--- src/rtl/picorv32_freeahb_bridge.sv ---
// PicoRV32 native memory port to FreeAHB master UI bridge: lane-correct sized
// write chunking, registered read data, and a per-transfer watchdog.
module picorv32_freeahb_bridge #(
    parameter bit          BIG_ENDIAN_AHB = 1'b1,
    parameter bit          MERGE_STROBES  = 1'b1,
    parameter int unsigned TIMEOUT_CYCLES = 0,
    parameter logic [31:0] ERR_RDATA      = 32'hDEAD_BEEF
) (
    input  logic        clk,
    input  logic        reset,
    input  logic        mem_valid,
    input  logic        mem_instr,
    input  logic [31:0] mem_addr,
    input  logic [31:0] mem_wdata,
    input  logic [3:0]  mem_wstrb,
    output logic        mem_ready,
    output logic [31:0] mem_rdata,
    output logic        freeahb_valid,
    output logic        freeahb_read,
    output logic        freeahb_write,
    output logic        freeahb_cont,
    output logic        freeahb_lock,
    output logic [31:0] freeahb_addr,
    output logic [31:0] freeahb_wdata,
    output logic [31:0] freeahb_min_len,
    output logic [2:0]  freeahb_size,
    output logic [3:0]  freeahb_prot,
    input  logic        freeahb_next,
    input  logic        freeahb_ready,
    input  logic [31:0] freeahb_rdata,
    input  logic [31:0] freeahb_result_addr,
    output logic        bus_error
);

    typedef enum logic [1:0] {IDLE, ISSUE, RDWAIT, RESP} state_t;

    state_t      state;
    logic [31:0] req_addr;
    logic [31:0] req_wdata;
    logic [3:0]  pend;
    logic        req_read;
    logic [15:0] wd_cnt;

    logic [3:0]  src_strb;
    logic [31:0] src_data;
    logic [31:0] src_addr;
    logic [3:0]  c_mask;
    logic [1:0]  c_off;
    logic [2:0]  c_size;
    logic [31:0] c_addr;
    logic [31:0] c_wdata;
    logic [31:0] rd_lanes;
    logic        wd_hit;
    logic        unused_result_addr;

    assign freeahb_cont       = 1'b0;
    assign freeahb_lock       = 1'b0;
    assign freeahb_min_len    = '0;
    assign unused_result_addr = ^freeahb_result_addr;

    // Lanes covered by the next transfer, taken from the lowest pending strobe.
    function automatic logic [3:0] chunk_mask(input logic [3:0] s);
        logic [3:0] m;
        m = '0;
        if (MERGE_STROBES && s == 4'b1111) m = 4'b1111;
        else if (s[0]) m = (MERGE_STROBES && s[1]) ? 4'b0011 : 4'b0001;
        else if (s[1]) m = 4'b0010;
        else if (s[2]) m = (MERGE_STROBES && s[3]) ? 4'b1100 : 4'b0100;
        else if (s[3]) m = 4'b1000;
        return m;
    endfunction

    function automatic logic [31:0] place(input logic [31:0] d, input logic [3:0] m);
        logic [31:0] r;
        r = '0;
        for (int unsigned j = 0; j < 4; j++) begin
            if (m[j]) begin
                if (BIG_ENDIAN_AHB) r[8*(3-j) +: 8] = d[8*j +: 8];
                else                r[8*j +: 8]     = d[8*j +: 8];
            end
        end
        return r;
    endfunction

    always_comb begin
        src_strb = (state == IDLE) ? mem_wstrb : pend;
        src_data = (state == IDLE) ? mem_wdata : req_wdata;
        src_addr = (state == IDLE) ? mem_addr  : req_addr;
        c_mask   = chunk_mask(src_strb);
        c_off    = 2'd3;
        if (c_mask[0])      c_off = 2'd0;
        else if (c_mask[1]) c_off = 2'd1;
        else if (c_mask[2]) c_off = 2'd2;
        c_size   = 3'b000;
        if (c_mask == 4'b1111)                          c_size = 3'b010;
        else if (c_mask == 4'b0011 || c_mask == 4'b1100) c_size = 3'b001;
        c_addr   = src_addr + {30'd0, c_off};
        c_wdata  = place(src_data, c_mask);
        rd_lanes = BIG_ENDIAN_AHB ? {freeahb_rdata[7:0], freeahb_rdata[15:8],
                                     freeahb_rdata[23:16], freeahb_rdata[31:24]}
                                  : freeahb_rdata;
        wd_hit   = (TIMEOUT_CYCLES != 0) && (({16'd0, wd_cnt} + 32'd1) >= TIMEOUT_CYCLES);
    end

    always_ff @(posedge clk) begin
        if (reset) begin
            state         <= IDLE;
            req_addr      <= '0;
            req_wdata     <= '0;
            pend          <= '0;
            req_read      <= 1'b0;
            wd_cnt        <= '0;
            mem_ready     <= 1'b0;
            mem_rdata     <= '0;
            bus_error     <= 1'b0;
            freeahb_valid <= 1'b0;
            freeahb_read  <= 1'b0;
            freeahb_write <= 1'b0;
            freeahb_addr  <= '0;
            freeahb_wdata <= '0;
            freeahb_size  <= '0;
            freeahb_prot  <= '0;
        end else begin
            mem_ready <= 1'b0;
            bus_error <= 1'b0;
            case (state)
                IDLE: begin
                    if (mem_valid) begin
                        req_addr      <= mem_addr;
                        req_wdata     <= mem_wdata;
                        wd_cnt        <= '0;
                        freeahb_valid <= 1'b1;
                        freeahb_prot  <= mem_instr ? 4'b0000 : 4'b0001;
                        state         <= ISSUE;
                        if (mem_wstrb == 4'b0000) begin
                            req_read      <= 1'b1;
                            freeahb_read  <= 1'b1;
                            freeahb_write <= 1'b0;
                            freeahb_addr  <= mem_addr;
                            freeahb_size  <= 3'b010;
                            freeahb_wdata <= '0;
                            pend          <= '0;
                        end else begin
                            req_read      <= 1'b0;
                            freeahb_read  <= 1'b0;
                            freeahb_write <= 1'b1;
                            freeahb_addr  <= c_addr;
                            freeahb_size  <= c_size;
                            freeahb_wdata <= c_wdata;
                            pend          <= mem_wstrb & ~c_mask;
                        end
                    end
                end
                ISSUE: begin
                    if (freeahb_next) begin
                        if (req_read) begin
                            freeahb_valid <= 1'b0;
                            freeahb_read  <= 1'b0;
                            if (freeahb_ready) begin
                                if (mem_valid) begin
                                    mem_rdata <= rd_lanes;
                                    mem_ready <= 1'b1;
                                    state     <= RESP;
                                end else begin
                                    state <= IDLE;
                                end
                            end else begin
                                wd_cnt <= wd_cnt + 16'd1;
                                state  <= RDWAIT;
                            end
                        end else if (pend != 4'b0000 && mem_valid) begin
                            freeahb_addr  <= c_addr;
                            freeahb_size  <= c_size;
                            freeahb_wdata <= c_wdata;
                            pend          <= pend & ~c_mask;
                            wd_cnt        <= '0;
                        end else begin
                            freeahb_valid <= 1'b0;
                            freeahb_write <= 1'b0;
                            pend          <= '0;
                            mem_ready     <= mem_valid;
                            state         <= mem_valid ? RESP : IDLE;
                        end
                    end else if (wd_hit) begin
                        freeahb_valid <= 1'b0;
                        freeahb_read  <= 1'b0;
                        freeahb_write <= 1'b0;
                        pend          <= '0;
                        if (req_read && mem_valid) mem_rdata <= ERR_RDATA;
                        mem_ready     <= mem_valid;
                        bus_error     <= mem_valid;
                        state         <= mem_valid ? RESP : IDLE;
                    end else begin
                        wd_cnt <= wd_cnt + 16'd1;
                    end
                end
                RDWAIT: begin
                    if (freeahb_ready) begin
                        if (mem_valid) begin
                            mem_rdata <= rd_lanes;
                            mem_ready <= 1'b1;
                            state     <= RESP;
                        end else begin
                            state <= IDLE;
                        end
                    end else if (wd_hit) begin
                        if (mem_valid) mem_rdata <= ERR_RDATA;
                        mem_ready <= mem_valid;
                        bus_error <= mem_valid;
                        state     <= mem_valid ? RESP : IDLE;
                    end else begin
                        wd_cnt <= wd_cnt + 16'd1;
                    end
                end
                RESP: state <= IDLE;
                default: state <= IDLE;
            endcase
        end
    end

endmodule

--- config.mk ---
export PLATFORM = sky130hd
export DESIGN_NAME = picorv32_freeahb_bridge
export DESIGN_NICKNAME = d
export VERILOG_FILES = /design/src/rtl/picorv32_freeahb_bridge.sv
export SDC_FILE = /design/constraint.sdc
export NUM_CORES = 1
export LEC_CHECK = 0
export ABC_AREA = 1
export BUFFER_PORTS_ARGS = -buffer_cell sky130_fd_sc_hd__buf_2
export CELL_PAD_IN_SITES_DETAIL_PLACEMENT = 2
export CELL_PAD_IN_SITES_GLOBAL_PLACEMENT = 2
export CORE_MARGIN = 2
export CORE_UTILIZATION = 24
export DETAILED_ROUTE_END_ITERATION = 12
export PLACE_DENSITY = 0.84
export SYNTH_ARGS = -nofsm -noshare
export SYNTH_HDL_FRONTEND = slang
export SYNTH_SLANG_ARGS = --single-unit
export TNS_END_PERCENT = 10
--- constraint.sdc ---
create_clock -name clk -period 3 [get_ports clk]
set_clock_uncertainty 0.15 [all_clocks]
set_input_delay 0.15 -clock clk [delete_from_list [all_inputs] [get_ports clk]]
set_output_delay 0.15 -clock clk [all_outputs]
set_load 0.05 [all_outputs]
======== Word level (Yosys, flattened, before mapping) ========
Cells that the tools add are included.
word-level totals
  word-level logic and storage cells ...... 126
  input port bits ......................... 138
  bits in registers ....................... 178
operators by class
  eq/ne operators ......................... 15
  mux-type cells .......................... 78
  add/subtract/negate cells ............... 1
  reductions and logical operators ........ 15
  bitwise operators ....................... 3
operators with widths
  operator              number
  $mux W32              16
  $pmux W32 S2          3
  $mux W4               12
  $add A32 B2 Y32       1
  $mux W8               3
  $mux W1               20
  $mux W2               10
  $mux W3               6
  $mux W16              1
  $reduce_and A4 Y1     4
  $ne A2 B2 Y1 const B  7
  $eq A4 B4 Y1 const B  3
  $reduce_and A5 Y1     2
  $and A4 B4 Y4         2
  $pmux W1 S2           4
  $pmux W2 S4           1
  $pmux W4 S2           1
  $pmux W3 S2           1
  $eq A2 B2 Y1 const B  2
  $eq A4 B2 Y1 const B  1
  $logic_not A4 Y1      1
  $not A4 Y4            1
  $reduce_bool A2 Y1    2
  $reduce_bool A4 Y1    1
  other kinds (7)       7

======== Logic depth before layout (Yosys ltp) ========
Gate-level depths: netlist of run 1.
  word-level depth ........................ 15
  depth in mapped cells ................... 20
  gate-level depth less buffers ........... 19

======== Least setup slack after synthesis of run 1 ========
No wires, ideal clock.
  path type ............................... register to register
  from .................................... reg state[0]
  to ...................................... reg freeahb_addr[10]
  buffers on the path ..................... 1
  required time ........................... 2.718 ns
  arrival time ............................ 2.605 ns
  library setup time ...................... 0.132 ns
  path slack .............................. 0.113 ns
  stages on the path, launching flop included .. 19
  cells stage by stage .................... dfxtp_1 inv_1 ha_1 inv_2 buf_2 nor2_1 nor2_1 nor2_1 a21oi_1 ha_1 fa_1 nand2_1 nor2_2 nand2_2 nor2_1 xnor2_1 nand2_1 nand2_1 a21oi_1
on the way
  longest elaborated chain between the ends .. 14
  elaborated cells between the ends (all ways) .. 26
RTL lines
  item                    line         text
  start, declared         37           state_t state;
  start signal, assigned  182          state <= mem_valid ? RESP : IDLE;
  start signal, assigned  192          state <= mem_valid ? RESP : IDLE;
  start signal, assigned  210          state <= mem_valid ? RESP : IDLE;
  $logic_not A2 Y1        86, 88, 126
  $mux W4                 86           src_strb = (state == IDLE) ? mem_wstrb : pend;
  $mux W4                 68           else if (s[2]) m = (MERGE_STROBES && s[3]) ? 4'b1100 : 4'b0100;
  $mux W4                 67           else if (s[1]) m = 4'b0010;
  $mux W4                 66           else if (s[0]) m = (MERGE_STROBES && s[1]) ? 4'b0011 : 4'b0001;
  $mux W4                 65           if (MERGE_STROBES && s == 4'b1111) m = 4'b1111;
  $mux W1                 93           else if (c_mask[2]) c_off = 2'd2;
  $mux W2                 92           else if (c_mask[1]) c_off = 2'd1;
  $mux W2                 91           if (c_mask[0]) c_off = 2'd0;
  $add A32 B2 Y32         97           c_addr = src_addr + {30'd0, c_off};
  $mux W32                171          end else if (pend != 4'b0000 && mem_valid) begin
  $mux W32                156          if (req_read) begin
  $mux W32                155          if (freeahb_next) begin
  $pmux W32 S2            126          case (state)
  end signal, assigned    139          freeahb_addr <= mem_addr;
  end signal, assigned    147          freeahb_addr <= c_addr;
  end signal, assigned    172          freeahb_addr <= c_addr;
  end, declared           23           output logic [31:0] freeahb_addr,
Several ways; a longest one is shown, not always the timed one. The select of a mux whose other input is x is not followed.
A chain may end at the register's enable or synchronous reset.

======== Final worst setup path of run 1 ========
  from .................................... reg state[1]
  to ...................................... reg freeahb_addr[26]
Same word-level chain as after synthesis.

==> flow_summary_export.csv, run 1 <==
group,metric,value,unit
clock_network,ctsHtreeMaxLevel,4,
final_layout,fillers,4251,
die,die_y,194,µm
synth,synth_top_area_cell,"dfxtp_1",
final_layout,finalNetCount,1734,
setup_path,path_max_fanout,6,
clock_network,worstSkewPairLatency,460,ps
timing,setup_violations,0,
synth,synth_top_area_share,0.402,
timing,tightest_slew,1120,ps
die,die_w,194,µm
power,p_leak,5.40,nW
place,dpl.cell_count,1914,
die,die_area,37600,µm²
timing,fmax,348,MHz
route,via_per_inst,4.84,
die,ioPinCount,280,
setup_path,critPathKind,"reg2reg",
setup_path,worst_setup_path_start_kind,"register",
route,first_pass_iters,4,
final_layout,final_util,0.337,
power,total_power,8.50,mW
place,dpl.hpwl,24.4,mm
synth,netlist_instances,1294,
global_route,overflow,0,
global_route,grt_pass1_wl,60.7,mm
timing,finalMaxSlewViolations,0,
synth,yosys_most_used_dff,"dfxtp_1",
global_route,grt_pass1_vias,11000,
setup_path,crit_required,3190,ps
place,placed_cell_area,10100,µm²
global_route,grt_max_degree,78,
route,first_iter_violations,328,
synth,ys_top_cells_by_area,"dfxtp_1, nand2_1, o21ai_0",
global_route,antenna_found_initial,6,
synth,yosysUniqueCellTypes,37,
synth,synth_edf_count,0,
die,design.core.area,35600,µm²
synth,synth_area,8660,µm²
power,ir_drop,0.425,mV
final_layout,drive_above_1_share,0.207,
synth,yosysWarningCount,0,
route,drc,0,
final_layout,regArea,3490,µm²
clock_network,cts-root-buf,"clkbuf_16",
clock_network,clk_pin_slew,80,ps
place,gp_congestion,0.816,
clock_network,cts_made_buffers,17,
setup_path,endpoint_kind,"register",
outcome,status,"completed",
synth,syn_avg_cell_area,6.69,µm²
synth,synth-seq-area-share,0.402,
route,avgRoutedWirePerCell,18.7,µm
place,portBuffers,208,
final_layout,final_cell_area,12000,µm²
die,rows,69,
setup_path,crit_arrival,3060,ps
synth,ys_ff_latch,174,
route,ant_nets,0,
timing,max_slew_margin,0.253,
timing,hold_violations,0,
route,num_vias,9996,
min_path,hp-class,"in2reg",
clock_network,cts_tree,"done",
flow_run,drv_cap,0,
timing,post-route-min-period,2880,ps
synth,synth-async-reset-ratio,0,
power,pwr_density_cell,709,nW/µm²
clock_network,cts_sinks,174,
final_layout,syn_to_final_growth,38.6,%
global_route,track_usage,0.201,
final_layout,multi_input_area,4370,µm²
clock_network,ctsLongestPathBuffers,2,
timing,finalCritPeriodShare,0.959,
die,start_util,0.243,
route,routed_wl,38.6,mm
final_layout,final-instance-count-excl-fill,2067,
[placed cells by master, fill, tap and decap left out, types with 10 or more instances in the layout]
| cell | instances |
|---|---|
| dfxtp_1 | 172 |
| clkbuf_16 | 18 |
| nand2_1 | 264 |
| inv_2 | 10 |
| o21ai_0 | 180 |
| a21oi_1 | 145 |
| buf_2 | 208 |
| nor2_1 | 153 |
| buf_4 | 31 |
| conb_1 | 39 |
| dlygate4sd3_1 | 105 |
| nand3_1 | 72 |
| inv_1 | 91 |
[report_power, final]
group / switching [mW] / total [mW] / leakage (nW) / internal, mW
Sequential: 0.164 / 2.80 / 1.43 / 2.64
Combinational: 2.36 / 3.25 / 3.67 / 0.888
Clock: 1.17 / 2.45 / 0.306 / 1.28
[per-stage QoR]
step	setup TNS [ps]	setup WS, ps	hold slack, ps
2_1_floorplan	0	113	89.7
3_3_place_gp	0	110	177
3_5_place_dp	-159	-78.0	193
4_1_cts	0	1.11	19.4
5_1_grt	-123	-49.4	64.4
6_report	0	122	44.1
[cell usage after synthesis, drive strengths merged, types with 2 or more instances]
cell type  instances
a2111oi            2
a211oi             6
a21oi            146
a31oi              6
buf               60
clkbuf            57
dfxtp            174
ha                 6
inv              103
nand2            272
nand3             74
nand4              9
nor2             167
nor3               6
o21ai            191
o21bai             2
o22ai              2
or2                2
[sequential cells by signal (all words and copies together) (netlist names), 2 cells and up]
register / count
freeahb_addr: 32
freeahb_wdata: 32
mem_rdata: 32
req_addr: 32
req_wdata: 32
pend: 4
freeahb_size: 2
state: 2
[final timing paths]
path	cells after the start	startpoint	slack, ps	endpoint
setup reg to reg	19	state[1]	120	freeahb_addr[26]
hold / removal	4	freeahb_ready	40	state[1]
hold reg to reg	2	req_wdata[30]	300	req_wdata[30]
setup / recovery	19	state[1]	120	freeahb_addr[26]
[area by class of cell]
cell class	count	area share
multi-input combinational	937	0.364
inverter	104	0.0332
clock buffer	17	0.0355
clock inverter	15	0.0166
antenna	4	0.000835
sequential	174	0.291
timing repair buffer	355	0.211
tap	461	0.0481
[repair_timing]
item	in CTS	in global routing
buffers inserted	3	8
pin swaps	1	10
cloned	0	1
setup endpoints to repair	14	64
resized for setup	7	30
endpoints found under the hold margin	162	0
hold buffers	105	0
[logic make-up after synthesis]
kind of cell	after synthesis	synth area share
simple gates	531	0.252
compound gates	358	0.214
buf+inv	221	0.118
flops	174	0.402
fa+ha+maj	7	0.0110
xor+xnor	2	0.00202
other cells	1	0.000433
[per-layer routing]
layer	routed length, µm	global-route usage
met1	16600	0.236
met2	19400	0.363
met3	1920	0.0491
met4	728	0.0533
met5	25	0
[critical path: stages, from the launching register on]
cell     delay, ps
dfxtp_2        350
inv_2           60
ha_4           190
inv_6           60
nor2_1          40
nor2_1         170
nor2_2          80
a21oi_2        160
ha_2           230
fa_2           230
nand2_2         70
nor2_4         170
nand2_4        100
nor2_4         230
buf_6          150
nand4_1         70
nand2_1         90
inv_1           40
nand2_1         50
a21oi_1         60
(Power assumes the default switching activity.)
==> inputs of run 2 (changes only) <==
--- a/config.mk
+++ b/config.mk
@@ -12,7 +12,8 @@
 export CORE_MARGIN = 2
 export CORE_UTILIZATION = 24
 export DETAILED_ROUTE_END_ITERATION = 12
-export PLACE_DENSITY = 0.84
+export PLACE_DENSITY_LB_ADDON = 0.1
+export SETUP_SLACK_MARGIN = 0.15
 export SYNTH_ARGS = -nofsm -noshare
 export SYNTH_HDL_FRONTEND = slang
 export SYNTH_SLANG_ARGS = --single-unit
==> flow_summary_export.csv, run 2 (synthesis results as in run 1) <==
group,metric,value,unit
power,p_leak,5.45,nW
final_layout,drive_above_1_share,0.213,
place,dpl.cell_count,1919,
clock_network,cts_tree,"done",
setup_path,critPathKind,"reg2reg",
setup_path,path_cells,"inv_2, ha_4, buf_6, nand2_1, o21ai_1, a21oi_2, ha_2, fa_2, nand2_2, nor2_4, nand2_4, buf_4, nor2_2, nand3_1, nand3_1, a21oi_1",
clock_network,cts_sinks,174,
route,via_per_inst,4.67,
clock_network,cts-root-buf,"clkbuf_16",
setup_path,path_max_fanout,6,
timing,setup_violations,0,
final_layout,syn_to_final_growth,39.6,%
die,die_area,37600,µm²
global_route,track_usage,0.185,
setup_path,critPathCapture,"freeahb_addr[18]",
route,num_vias,9657,
clock_network,clk_pin_slew,70,ps
flow_run,drv_cap,0,
route,ant_nets,0,
timing,setup_ws,183,ps
clock_network,cts_made_buffers,17,
final_layout,final_common_cell,"nand2_1",
route,first_pass_iters,4,
die,die_y,194,µm
die,start_util,0.243,
route,drc,0,
setup_path,rr_startpoint,"state[0]",
final_layout,final_cell_mix,"nand2_1, buf_2, o21ai_0",
clock_network,ctsLongestPathBuffers,2,
timing,hold_violations,0,
timing,max_slew_margin,0.462,
global_route,grt_max_degree,77,
setup_path,endpoint_kind,"register",
setup_path,crit_top_cell,"nand3_1",
timing,finalMaxSlewViolations,0,
power,total_power,8.60,mW
setup_path,r2r-end,"freeahb_addr[18]",
outcome,status,"completed",
global_route,overflow,0,
route,first_iter_violations,181,
route,avgRoutedWirePerCell,16.8,µm
die,ioPinCount,280,
route,routed_wl,34.8,mm
timing,post-route-min-period,2820,ps
final_layout,final-instance-count-excl-fill,2069,
setup_path,worst_setup_path_start_kind,"register",
global_route,antenna_found_initial,1,
final_layout,final_util,0.340,
timing,finalCritPeriodShare,0.939,
place,dpl.hpwl,23.2,mm
power,pwr_density_cell,712,nW/µm²
setup_path,reg2reg_depth,16,
setup_path,cpMaxStageDelayCell,"dfxtp_2",
die,design.core.area,35600,µm²
global_route,grt_pass1_vias,10400,
clock_network,ctsHtreeMaxLevel,4,
place,dp_slack,-36.4,ps
setup_path,crit_arrival,3010,ps
final_layout,finalNetCount,1739,
min_path,hp-class,"in2reg",
timing,tightest_slew,806,ps
timing,fmax,355,MHz
die,rows,69,
setup_path,critPathMaxStageDelay,350,ps
setup_path,ff2ff_setup_slack,180,ps
setup_path,crit_required,3190,ps
place,gp_congestion,0.733,
die,die_w,194,µm
place,portBuffers,208,
clock_network,worstSkewPairLatency,460,ps
setup_path,crit_start,"state[0]",
timing,rsz0062_at_grt,"true",
power,ir_drop,0.423,mV
timing,fin_setup_tns,0,ps
global_route,grt_pass1_wl,55.8,mm
run 2: changes by cell type in the layout (fill, tap and decap cells not counted), moves of 3 or more:
cell,delta
buf_4,+7
bufinv_16,+4
clkinv_4,-3
diode_2,-3
inv_8,-3
run 2: area by class of cell:
| type | instances | area (µm²) |
|---|---|---|
| Fill cell | 4303 | 23500 |
| Multi-Input combinational cell | 938 | 4410 |
| Sequential cell | 174 | 3490 |
| Timing Repair Buffer | 359 | 2530 |
| Tap cell | 461 | 577 |
| Clock buffer | 18 | 429 |
| Inverter | 104 | 397 |
| Clock inverter | 14 | 250 |
| Antenna cell | 1 | 2.50 |
run 2: worst min path at each step:
stage	from	endpoint	depth (start not counted)
6_report	mem_wstrb[3]	pend[3]	5
5_1_grt	mem_wstrb[2]	pend[2]	5
4_1_cts	mem_wstrb[2]	pend[2]	5
3_5_place_dp	mem_instr	freeahb_prot[0]	2
3_3_place_gp	mem_instr	freeahb_prot[0]	2
2_1_floorplan	reset	pend[0]	1
run 2: repair_timing:
item | in CTS | in global routing
pin swaps | 3 | 13
gates resized for setup | 9 | 31
setup endpoints to repair | 47 | 52
hold buffers | 103 | 0
hold endpoints to repair | 165 | 0
buffers inserted | 2 | 11
gates cloned | 1 | 0
run 2: worst max-delay path: cells and delay by family (launching register included):
family	cells	cell delay [ps]
simple gates	7	830
fa+ha+maj	3	650
compound gates	3	370
buf+inv	3	360
flops	1	350
run 2: stage by stage:
| stage | hold slack (ps) | cell area [µm²] |
|---|---|---|
| global placement | 182 | 10100 |
| CTS | 3.51 | 11900 |
| finish | 29.9 | 12100 |
| global route | 22.2 | 12100 |
| floorplan | 89.7 | 8800 |
| detailed placement | 185 | 10100 |
run 2: metal layers:
| metal | global-route usage | routed length, µm |
|---|---|---|
| met3 | 0.0407 | 1370 |
| met1 | 0.228 | 16100 |
| met2 | 0.329 | 16900 |
| met4 | 0.0421 | 367 |
| met5 | 0 | 0 |
run 2: where the power goes:
group / leakage [nW] / internal (mW) / switching [mW]
clock: 0.324 / 1.58 / 1.08
combinational: 3.69 / 0.882 / 2.26
sequential: 1.43 / 2.64 / 0.156
total: 5.45 / 5.10 / 3.50
==> inputs of run 3 (changes only) <==
--- a/config.mk
+++ b/config.mk
@@ -13,6 +13,7 @@
 export CORE_UTILIZATION = 24
 export DETAILED_ROUTE_END_ITERATION = 12
 export PLACE_DENSITY_LB_ADDON = 0.1
+export RECOVER_POWER = 50
 export SETUP_SLACK_MARGIN = 0.15
 export SYNTH_ARGS = -nofsm -noshare
 export SYNTH_HDL_FRONTEND = slang
==> flow_summary_export.csv, run 3 (synthesis results as in run 1) <==
group,metric,value,unit
power,swShare,0.410,
power,p_sw,3.51,mW
die,rows,69,
timing,fin_setup_tns,0,ps
power,power_frac_comb,0.360,
place,dpl.hpwl,23.2,mm
setup_path,crit_required,3190,ps
final_layout,fillers,4346,
route,num_vias,9644,
clock_network,ctsLongestPathBuffers,2,
setup_path,path_max_fanout,6,
die,ioPinCount,280,
route,ant_nets,0,
clock_network,clk_pin_slew,70,ps
power,ir_drop,0.424,mV
die,design.core.area,35600,µm²
min_path,hp-class,"in2reg",
setup_path,worst_setup_path_start_kind,"register",
power,p_leak,5.02,nW
power,pwr_density_cell,715,nW/µm²
timing,finalCritPeriodShare,0.940,
timing,tightest_slew,811,ps
clock_network,cts_made_buffers,17,
clock_network,worstSkewPairLatency,460,ps
flow_run,drv_cap,0,
place,dpl.cell_count,1919,
route,avgRoutedWirePerCell,16.8,µm
route,first_iter_violations,196,
timing,post-route-min-period,2820,ps
global_route,grt_max_degree,77,
final_layout,finalNetCount,1739,
route,routed_wl,34.8,mm
setup_path,endpoint_kind,"register",
final_layout,final_common_cell,"nand2_1",
die,die_area,37600,µm²
clock_network,cts_sinks,174,
timing,fmax,355,MHz
timing,hold_violations,0,
final_layout,final_cell_mix,"nand2_1, o21ai_0, dfxtp_1",
final_layout,final-instance-count-excl-fill,2069,
power,power_frac_clock,0.312,
timing,finalMaxSlewViolations,0,
outcome,status,"completed",
power,total_power,8.55,mW
die,die_y,194,µm
place,gp_congestion,0.733,
clock_network,cts_tree,"done",
setup_path,crit_arrival,3010,ps
die,die_w,194,µm
route,first_pass_iters,4,
global_route,track_usage,0.185,
route,via_per_inst,4.66,
clock_network,cts-root-buf,"clkbuf_16",
final_layout,drive_above_1_share,0.148,
power,intPower,5.04,mW
final_layout,syn_to_final_growth,38.1,%
timing,setup_violations,0,
die,start_util,0.243,
global_route,antenna_found_initial,1,
power,seqPwrFrac,0.328,
timing,hold_ws,29.6,ps
route,drc,0,
timing,max_slew_margin,0.459,
place,portBuffers,208,
clock_network,ctsHtreeMaxLevel,4,
setup_path,critPathKind,"reg2reg",
global_route,grt_pass1_wl,55.8,mm
timing,rsz0062_at_grt,"true",
global_route,overflow,0,
global_route,grt_pass1_vias,10400,
==> run 3: power by group through the flow <==
stage               clock network (mW)  registers [mW]  logic [mW]
floorplan                            0            3.55        1.41
global placement                     0            2.84        2.93
CTS                               2.77            2.80        3.12
detailed placement                   0            2.85        2.98
finish                            2.67            2.80        3.08
global route                      2.87            2.85        3.40
==> run 3: final cells by class <==
class / instances / area [µm²] / area share
multi-input combinational: 938 / 4410 / 0.369
sequential: 174 / 3490 / 0.292
timing repair buffer: 359 / 2400 / 0.201
tap: 461 / 577 / 0.0483
clock buffer: 18 / 429 / 0.0359
inverter: 104 / 397 / 0.0332
clock inverter: 14 / 250 / 0.0209
antenna: 1 / 2.50 / 0.000209
==> run 3: worst paths after layout <==
| kind | start | cells past startpoint | slack (ps) | to |
|---|---|---|---|---|
| worst min-delay path | mem_wstrb[3] | 5 | 30 | pend[3] |
| worst max register to register | state[0] | 16 | 180 | freeahb_addr[18] |
| worst min register to register | req_wdata[28] | 2 | 300 | req_wdata[28] |
| worst max-delay path | state[0] | 16 | 180 | freeahb_addr[18] |
==> run 3: worst max-delay path, stage by stage (launching register included) <==
cell and delay (ps):
dfxtp_2 360, inv_2 60, ha_4 190, buf_6 140, nand2_1 60, o21ai_1 130, a21oi_2 170, ha_2 230
fa_2 230, nand2_2 70, nor2_4 160, nand2_4 100, buf_4 160, nor2_2 210, nand3_1 110, nand3_1 120
a21oi_1 70
==> run 3: per-layer routing <==
| metal | global-route usage | vias to the layer above | part of all wire | wire (µm) |
|---|---|---|---|---|
| li1 | - | 4744 | - | - |
| met5 | 0 | - | 0 | 0 |
| met1 | 0.228 | 4718 | 0.46 | 16100 |
| met4 | 0.0421 | 0 | 0.011 | 377 |
| met3 | 0.0407 | 24 | 0.041 | 1430 |
| met2 | 0.329 | 158 | 0.49 | 17000 |
==> run 3: through the flow <==
stage / util / cell area, µm² / setup slack [ps]
floorplan: - / 8800 / 164
global placement: 0.285 / 10100 / 99.1
detailed placement: 0.285 / 10100 / -36.4
CTS: 0.335 / 11900 / 82.9
global route: 0.336 / 11900 / -13.9
finish: 0.336 / 12000 / 180
==> run 3: what timing repair did <==
action	4_1_cts	5_1_grt
setup endpoints to repair	47	52
gates resized for setup	9	31
setup buffers	2	11
pin swaps	3	13
hold buffers	103	0
hold endpoints to repair	165	0
cloned	1	0
